--- config.mk ---
export PLATFORM = sky130hd
export DESIGN_NAME = mdio_request_arbiter
export DESIGN_NICKNAME = d
export VERILOG_FILES = /design/src/rtl/mdio_request_arbiter.sv
export SDC_FILE = /design/constraint.sdc
export NUM_CORES = 1
export LEC_CHECK = 0
export BUFFER_PORTS_ARGS = -buffer_cell sky130_fd_sc_hd__buf_2
export CAP_MARGIN = 20
export CORE_UTILIZATION = 43
export CTS_CLUSTER_DIAMETER = 30
export DETAILED_ROUTE_END_ITERATION = 8
export GPL_ROUTABILITY_DRIVEN = 0
export HOLD_SLACK_MARGIN = 0.1
export PLACE_DENSITY_LB_ADDON = 0.3
export SLEW_MARGIN = 20
export SYNTH_ARGS = -nofsm -noshare
export SYNTH_HDL_FRONTEND = slang
export SYNTH_SLANG_ARGS = --single-unit
--- constraint.sdc ---
create_clock -name clk -period 2.55 [get_ports clk]
set_input_delay 0.51 -clock clk [delete_from_list [all_inputs] [get_ports clk]]
set_output_delay 0.51 -clock clk [all_outputs]
set_load 0.005 [all_outputs]
--- src/rtl/mdio_request_arbiter.sv ---
// Round-robin arbiter sharing one MDIO transaction generator among N_REQ requesters.
// Issues one generator transaction at a time and returns a tagged response on completion or timeout.
module mdio_request_arbiter #(
    parameter int N_REQ   = 4,
    parameter int ID_W    = 2,
    parameter int WR_WAIT = 70,
    parameter int TIMEOUT = 255
) (
    input  logic                 clk,
    input  logic                 reset,
    input  logic [N_REQ-1:0]     req_valid,
    input  logic [32*N_REQ-1:0]  req_data,
    output logic [N_REQ-1:0]     req_ready,
    output logic                 rsp_valid,
    output logic [ID_W-1:0]      rsp_id,
    output logic [15:0]          rsp_data,
    output logic                 rsp_err,
    output logic                 busy,
    output logic                 gen_start,
    output logic [31:0]          gen_tdata,
    input  logic [15:0]          gen_rd_data,
    input  logic                 gen_data_rdy
);

    localparam int CNT_MAX = (TIMEOUT > WR_WAIT) ? TIMEOUT : WR_WAIT;
    localparam int CNT_W   = $clog2(CNT_MAX + 1);

    typedef enum logic [2:0] {
        ST_IDLE    = 3'd0,
        ST_ISSUE   = 3'd1,
        ST_WAIT_RD = 3'd2,
        ST_WAIT_WR = 3'd3,
        ST_RESP    = 3'd4
    } state_t;

    state_t             state_r;
    state_t             state_nx_s;
    logic [ID_W-1:0]    rr_ptr_r;
    logic [ID_W-1:0]    id_r;
    logic [CNT_W-1:0]   cnt_r;
    logic               prev_rdy_r;

    logic [N_REQ-1:0]   req_ready_r;
    logic               rsp_valid_r;
    logic [ID_W-1:0]    rsp_id_r;
    logic [15:0]        rsp_data_r;
    logic               rsp_err_r;
    logic               busy_r;
    logic               gen_start_r;
    logic [31:0]        gen_tdata_r;

    logic [N_REQ-1:0]   upper_s;
    logic [N_REQ-1:0]   pick_s;
    logic               grant_found_s;
    logic [ID_W-1:0]    grant_id_s;
    logic [31:0]        grant_cmd_s;
    logic               op_valid_s;
    logic               rd_edge_s;
    logic               rd_tmo_s;
    logic               wr_done_s;

    assign req_ready = req_ready_r;
    assign rsp_valid = rsp_valid_r;
    assign rsp_id    = rsp_id_r;
    assign rsp_data  = rsp_data_r;
    assign rsp_err   = rsp_err_r;
    assign busy      = busy_r;
    assign gen_start = gen_start_r;
    assign gen_tdata = gen_tdata_r;

    // Round-robin grant: lowest pending index at or above the pointer, else lowest overall
    always_comb begin
        upper_s       = '0;
        grant_id_s    = '0;
        grant_cmd_s   = 32'h0000_0000;
        for (int j = 0; j < N_REQ; j++) begin
            upper_s[j] = req_valid[j] & (j >= int'(rr_ptr_r));
        end
        pick_s        = (|upper_s) ? upper_s : req_valid;
        grant_found_s = |req_valid;
        for (int j = N_REQ - 1; j >= 0; j--) begin
            grant_id_s = pick_s[j] ? ID_W'(j) : grant_id_s;
        end
        for (int j = 0; j < N_REQ; j++) begin
            grant_cmd_s = (grant_id_s == ID_W'(j)) ? req_data[32*j +: 32] : grant_cmd_s;
        end
        op_valid_s = (grant_cmd_s[29:28] == 2'b10) || (grant_cmd_s[29:28] == 2'b01);
    end

    // Completion conditions; a level left high by an earlier read is not an edge
    always_comb begin
        rd_edge_s = gen_data_rdy & ~prev_rdy_r;
        rd_tmo_s  = (cnt_r == CNT_W'(TIMEOUT - 1));
        wr_done_s = (cnt_r == CNT_W'(WR_WAIT - 1));
    end

    // Next-state logic
    always_comb begin
        state_nx_s = state_r;
        case (state_r)
            ST_IDLE: begin
                if (grant_found_s) begin
                    state_nx_s = op_valid_s ? ST_ISSUE : ST_RESP;
                end else begin
                    state_nx_s = ST_IDLE;
                end
            end
            ST_ISSUE: begin
                state_nx_s = (gen_tdata_r[29:28] == 2'b10) ? ST_WAIT_RD : ST_WAIT_WR;
            end
            ST_WAIT_RD: begin
                if (rd_edge_s || rd_tmo_s) begin
                    state_nx_s = ST_RESP;
                end else begin
                    state_nx_s = ST_WAIT_RD;
                end
            end
            ST_WAIT_WR: begin
                if (wr_done_s) begin
                    state_nx_s = ST_RESP;
                end else begin
                    state_nx_s = ST_WAIT_WR;
                end
            end
            ST_RESP: state_nx_s = ST_IDLE;
            default: state_nx_s = ST_IDLE;
        endcase
    end

    // State register
    always_ff @(posedge clk or negedge reset) begin
        if (!reset) begin
            state_r <= ST_IDLE;
        end else begin
            state_r <= state_nx_s;
        end
    end

    // Registered outputs, grant bookkeeping and the shared wait counter
    always_ff @(posedge clk or negedge reset) begin
        if (!reset) begin
            rr_ptr_r    <= '0;
            id_r        <= '0;
            cnt_r       <= '0;
            prev_rdy_r  <= 1'b0;
            req_ready_r <= '0;
            rsp_valid_r <= 1'b0;
            rsp_id_r    <= '0;
            rsp_data_r  <= 16'h0000;
            rsp_err_r   <= 1'b0;
            busy_r      <= 1'b0;
            gen_start_r <= 1'b0;
            gen_tdata_r <= 32'h0000_0000;
        end else begin
            req_ready_r <= '0;
            gen_start_r <= 1'b0;
            rsp_valid_r <= 1'b0;
            prev_rdy_r  <= gen_data_rdy;
            busy_r      <= (state_nx_s != ST_IDLE);
            case (state_r)
                ST_IDLE: begin
                    if (grant_found_s) begin
                        req_ready_r <= N_REQ'(1) << grant_id_s;
                        id_r        <= grant_id_s;
                        rr_ptr_r    <= (grant_id_s == ID_W'(N_REQ - 1)) ? '0 : grant_id_s + ID_W'(1);
                        if (op_valid_s) begin
                            gen_start_r <= 1'b1;
                            gen_tdata_r <= grant_cmd_s;
                        end else begin
                            rsp_valid_r <= 1'b1;
                            rsp_id_r    <= grant_id_s;
                            rsp_data_r  <= 16'h0000;
                            rsp_err_r   <= 1'b1;
                        end
                    end
                end
                ST_ISSUE: begin
                    cnt_r <= '0;
                end
                ST_WAIT_RD: begin
                    if (rd_edge_s) begin
                        rsp_valid_r <= 1'b1;
                        rsp_id_r    <= id_r;
                        rsp_data_r  <= gen_rd_data;
                        rsp_err_r   <= 1'b0;
                    end else if (rd_tmo_s) begin
                        rsp_valid_r <= 1'b1;
                        rsp_id_r    <= id_r;
                        rsp_data_r  <= 16'h0000;
                        rsp_err_r   <= 1'b1;
                    end else begin
                        cnt_r <= cnt_r + CNT_W'(1);
                    end
                end
                ST_WAIT_WR: begin
                    if (wr_done_s) begin
                        rsp_valid_r <= 1'b1;
                        rsp_id_r    <= id_r;
                        rsp_data_r  <= 16'h0000;
                        rsp_err_r   <= 1'b0;
                    end else begin
                        cnt_r <= cnt_r + CNT_W'(1);
                    end
                end
                ST_RESP: begin
                    cnt_r <= cnt_r;
                end
                default: begin
                    cnt_r <= '0;
                end
            endcase
        end
    end

endmodule

==> results.yml, run 1 <==
status:
  status: "finished, violations left"
  violations: "negative setup slack"
floorplanning:
  io_pins: 209
  start_util: 0.4474
  dieArea_sq_mm: 0.01067
  rows: 36
  die_x_um: 103.3
  die_height_um: 103.3
  coreArea_sq_mm: 0.009864
critical_path:
  critical_path_class: "reg -> reg"
  path_max_fanout: 6
  arrival_ps: 3020
  cpMaxStageDelayCell: "dfrtp_2"
  cp-end-kind: "register"
  path_cells: "a21oi_2 -> o21a_1 -> o22ai_4 -> buf_4 -> ha_4 -> nand3b_1 -> a211oi_2 -> xor2_2 -> and2_4 -> buf_6 -> buf_12 -> mux2_4"
  max_stage_delay_ps: 450
  startpoint_type: "register"
  required_ps: 2790
sta:
  fmax_mhz: 358.7
  fin_worst_skew_ps: 12.04
  whs_ps: 132.5
  rsz0062_at_grt: "yes"
  post-route-min-period_ps: 2788
  fin_ws_ps: -238.0
  slew_headroom: 0.6420
  setup_viol: 51
  max_slew.worst_pin.slew_ps: 537.0
  setup_tns_ps: -9851
  hold_viol_final: 0
  fin_crit_sh: 1.093
  slew_violations: 0
placed_design:
  hpwl_um: 9269
  io_buffer_count: 208
  post-place-ws_ps: -551.9
  place_inst: 805
synth:
  ys_ff_latch: 74
  synth_seq_area_share: 0.4196
  synth_area_leaders: "dfrtp_1 (42%), mux2_4 (9.5%), a21oi_1 (8.2%)"
  yosysMostFrequentCell: "nand2_1"
  yosys_warnings: 0
  synth-edff-count: 0
  synth_cells: 463
  ys_top_cells_by_count: "nand2_1 (75), dfrtp_1 (74), a21oi_1 (72)"
  syn_avg_cell_area_sq_um: 9.531
  yosys.area.top_type: "dfrtp_1"
  synthArstFlopShare: 1.000
  synth_flop_cell: "dfrtp_1"
  synth_top_area_frac: 0.4196
  synthesis.nets: 621
  syn_area_sq_mm: 0.004413
  synthDistinctLibCells: 54
drt:
  avgRoutedWirePerCell_um: 14.97
  vias: 4269
  drtIter0Drc: 105
  firstDrtPassIters: 5
  remaining_drc_errors: 0
  ant_nets: 0
  viasPerCell: 5.113
  wirelength_um: 12500
finish:
  area_delta_synth_final_pct: 42.30
  seqCellArea_sq_mm: 0.001853
  final_cell_count_no_fill: 835
  drive_above_1_share: 0.4708
  multiInputGateArea_sq_mm: 0.002455
  fin_nets: 854
  n_fill_cell: 858
global_route:
  grt_use_total: 0.2313
  grt_pass1_vias: 3864
  grt_pass1_wl_um: 18570
  grt_overflow: 0
  antenna_found_initial: 2
  grt_max_degree: 45
clocking:
  clk_latency_ps: 350
  clk_pin_slew_worst_paths_ps: 80
  tritoncts: "built"
  numCtsBuffers: 9
  root_buffer: "clkbuf_8"
  h-tree-depth: 3
  clk_path_buf_depth: 2
  cts.sinks: 74
  hold_buffers: 0
power:
  leakage_nw: 3.122
  power_density_mw_per_mm2: 1164
  ir_worst_vdd_v: 0.0007674
run:
  maxCapViolations: 0
worst_hold_path:
  hold_class: "in -> async"
[kinds of logic (layout without fill, tap and decap cells)]
kind of cell             after synthesis  count (layout)  synth area share
flip-flops                            74              74            0.4196
adder cells (fa/ha/maj)                7               7           0.01985
XOR/XNOR                               3               3          0.005955
AND/OR/NAND/NOR                      151             151            0.1792
AO/OA/AOI/OAI                        149             149            0.2078
multiplexers                          34              34            0.1097
other                                  0               1                 0
buffers and inverters                 45             283           0.05784
[cell type report]
cell class,instances,area share
multi-input cells,344,0.3909
inverters,11,0.006575
clock buffers,10,0.02192
repair buffers,256,0.2483
clock inverters,6,0.01036
diodes,1,0.0003985
flip-flops and latches,74,0.2951
well taps,133,0.02650
[metal layers]
layer	vias to the layer above	wire, um	GRT usage
li1	2108	-	-
met1	1977	5162	0.2833
met2	167	6196	0.3974
met3	15	995	0.07325
met4	2	134	0.05634
met5	-	13	0
[what timing repair did]
| item | in CTS | in global routing |
|---|---|---|
| setup endpoints to repair | 54 | 54 |
| pin swaps | 19 | 6 |
| resized for setup | 32 | 2 |
| setup buffers | 10 | 1 |
| gates cloned | 4 | 0 |
[layout by cell type, fill, tap and decap left out, types with 6 or more instances in the layout]
cell / count
a21oi_1: 71
a22o_1: 16
and2_1: 6
buf_2: 207
buf_4: 34
buf_6: 6
clkbuf_8: 10
dfrtp_1: 73
inv_1: 8
mux2_4: 30
nand2_1: 75
nand3b_1: 31
nor2_1: 14
o21ai_0: 36
[sequential cells by signal (all words and copies together), names as in the netlist]
| register | flops |
|---|---|
| gen_tdata | 32 |
| rsp_data | 16 |
| cnt_r | 8 |
| req_ready | 4 |
| state_r | 3 |
| id_r | 2 |
| rr_ptr_r | 2 |
| rsp_id | 2 |
| busy | 1 |
| gen_start | 1 |
| prev_rdy_r | 1 |
| rsp_err | 1 |
| rsp_valid | 1 |
[path summary, 6_finish.rpt]
kind | end | cells after the start | from | slack (ps)
min reg2reg | id_r[0] | 1 | id_r[0] | 480
min | cnt_r[3] | 1 | reset | 130
min in group clk | prev_rdy_r | 1 | gen_data_rdy | 290
max reg2reg | gen_tdata[18] | 12 | rr_ptr_r[1] | -240
max in group asynchronous | rsp_id[1] | 2 | reset | 1760
max | gen_tdata[18] | 12 | rr_ptr_r[1] | -240
[power breakdown]
part | internal [mW] | total [mW] | switching (mW)
Sequential | 1.65 | 1.96 | 0.306
Combinational | 2.45 | 4.43 | 1.98
Clock | 0.480 | 0.929 | 0.449
[critical path, delay by kind of cell (launching register included)]
kind / cells / cell delay, ps
AOI/OAI and AO/OA: 4 / 820
xor gates and xnor gates: 1 / 200
muxes: 1 / 300
adders and majority gates: 1 / 170
DFF: 1 / 450
buffers and inverters: 3 / 440
and+or+nand+nor: 2 / 310
[through the flow]
| step | area [sq um] | power, mW | util |
|---|---|---|---|
| floorplan | 4452 | 4.462 | - |
| global placement | 5733 | 5.530 | 0.5812 |
| detailed placement | 5733 | 5.650 | 0.5812 |
| CTS | 6257 | 7.323 | 0.6343 |
| global route | 6280 | 7.852 | 0.6366 |
| finish | 6280 | 7.313 | 0.6366 |
No activity file was read; power rests on OpenSTA's default activity.
==> run 2, diff against run 1 <==
- BUFFER_PORTS_ARGS: -buffer_cell sky130_fd_sc_hd__buf_2 -> not set
- CORE_UTILIZATION: 43 -> 58
- DONT_BUFFER_PORTS: not set -> 1
- RECOVER_POWER: not set -> 100
==> results.yml, run 2 (synthesis gave the netlist of run 1 again) <==
worst_hold_path:
  whs_path_depth: 0
  hold_class: "in -> reg"
  min_from: "gen_data_rdy"
  hold_end: "prev_rdy_r"
power:
  p_clk_frac: 0.138
  power_density_mw_per_mm2: 1298
  sequentialPowerShare: 0.327
  power.share.switching: 0.3862
  combinationalPowerShare: 0.535
  p_sw_mw: 2.502
  ir_worst_vdd_v: 0.0007456
  p_int_mw: 3.978
  leakage_nw: 2.139
critical_path:
  cp-end-kind: "register"
  reg2regPathDepth: 11
  path_max_fanout: 14
  r2r_end: "gen_tdata[10]"
  startpoint_type: "register"
  worstReg2RegStart: "rr_ptr_r[1]"
  required_ps: 2780
  arrival_ps: 3020
  critical_path_class: "reg -> reg"
  regToRegSetupSlack_ps: -240
clocking:
  tritoncts: "built"
  clk_path_buf_depth: 2
  clk_latency_ps: 340
  clk_pin_slew_worst_paths_ps: 80
  h-tree-depth: 3
  cts.sinks: 74
  numCtsBuffers: 9
  root_buffer: "clkbuf_8"
drt:
  viasPerCell: 6.103
  avgRoutedWirePerCell_um: 18.32
  drtIter0Drc: 133
  wirelength_um: 10630
  firstDrtPassIters: 4
  remaining_drc_errors: 0
  ant_nets: 0
  vias: 3540
sta:
  fmax_mhz: 358.6
  slew_violations: 86
  hold_viol_final: 0
  rsz0062_at_grt: "yes"
  fin_crit_sh: 1.094
  fin_worst_skew_ps: 5.412
  max_slew.worst_pin.slew_ps: 1642
  slew_headroom: -0.1091
  fin_ws_ps: -238.5
  post-route-min-period_ps: 2789
  setup_viol: 51
finish:
  area_delta_synth_final_pct: 13.16
  n_fill_cell: 573
  final_cell_count_no_fill: 580
  n_antenna_cell: 0
  layout_common_cells: "nand2_1 (75), dfrtp_1 (73), a21oi_1 (71)"
  post-route-util: 0.6848
  fin_area_sq_mm: 0.004994
  largest_reg_flops: 32
  drive_above_1_share: 0.2204
  layout.cells.most_common: "nand2_1"
  fin_nets: 634
floorplanning:
  rows: 31
  dieArea_sq_mm: 0.007961
  io_pins: 209
  die_x_um: 89.23
  start_util: 0.6052
  coreArea_sq_mm: 0.007292
  die_height_um: 89.23
status:
  status: "finished, violations left"
  violations: "max-capacitance violations, max-slew violations, negative setup slack"
global_route:
  grt_use_total: 0.2531
  antenna_found_initial: 0
  grt_overflow: 0
  grt_pass1_vias: 3020
  grt_max_degree: 75
  grt_pass1_wl_um: 14920
placed_design:
  placed_area_sq_mm: 0.004579
  post-place-ws_ps: -321.2
  io_buffer_count: 0
  hpwl_um: 7451
  place_inst: 554
run:
  maxCapViolations: 2
## run 2: power by group through the flow
| stage | combinational, mW | clock (mW) | sequential, mW |
|---|---|---|---|
| finish | 3.47 | 0.892 | 2.12 |
| floorplan | 2.51 | 0 | 1.95 |
| global route | 3.80 | 0.954 | 2.18 |
| detailed placement | 3.00 | 0 | 2.11 |
| CTS | 3.43 | 0.909 | 2.12 |
| global placement | 2.89 | 0 | 2.13 |
## run 2: layer usage
layer  GRT usage  share of wire  wire length [um]  vias to the layer above
met2      0.4205           0.48              5121                      169
li1            -              -                 -                     1666
met4     0.06061          0.015               157                        0
met3     0.09603          0.089               948                       12
met1      0.3142           0.41              4399                     1693
met5           0              0                 0                        -
## run 2: area by class of cell
cell class	instances	area [sq um]	share of cell area
repair buffers	36	337.8	0.06765
clock inverters	6	66.31	0.01328
inverters	11	43.79	0.008770
clock buffers	10	127.6	0.02556
multi-input cells	344	2441	0.4888
well taps	99	123.9	0.02481
flip-flops and latches	74	1853	0.3711
## run 2: worst max path at each step
stage                         end         start  slack, ps  cells past startpoint
global route         rsp_data[13]   rr_ptr_r[1]       -350                     13
CTS                 gen_tdata[10]   rr_ptr_r[1]       -180                     11
global placement      rsp_data[5]  req_valid[0]       -230                     12
detailed placement   gen_tdata[2]  req_valid[0]       -320                     11
finish              gen_tdata[10]   rr_ptr_r[1]       -240                     11
floorplan           gen_tdata[10]  req_valid[0]       -260                     13
## run 2: stage by stage
step,hold WS [ps],setup TNS (ps),total power [mW]
floorplan,214.4,-8733,4.462
global placement,216.3,-10400,5.014
detailed placement,216.4,-13760,5.118
CTS,166.6,-6346,6.456
global route,160.9,-15550,6.934
finish,185.6,-9770,6.480
## run 2: repair_timing
| action | 4_1_cts | 5_1_grt |
|---|---|---|
| pin swaps | 20 | 7 |
| setup endpoints to repair | 53 | 54 |
| gates resized for setup | 28 | 3 |
| hold buffers | 2 | 0 |
| cloned | 3 | 0 |
| buffers inserted | 3 | 2 |
| endpoints found under the hold margin | 74 | 0 |
## run 2: critical path, stage by stage, from the launching register on
cell and delay [ps]:
dfrtp_2 480, a21oi_2 160, o21a_1 150, o22ai_2 110
buf_6 150, ha_4 170, nand3b_1 170, a211oi_2 310
xor2_1 230, and2_4 250, buf_12 170, mux2_4 310
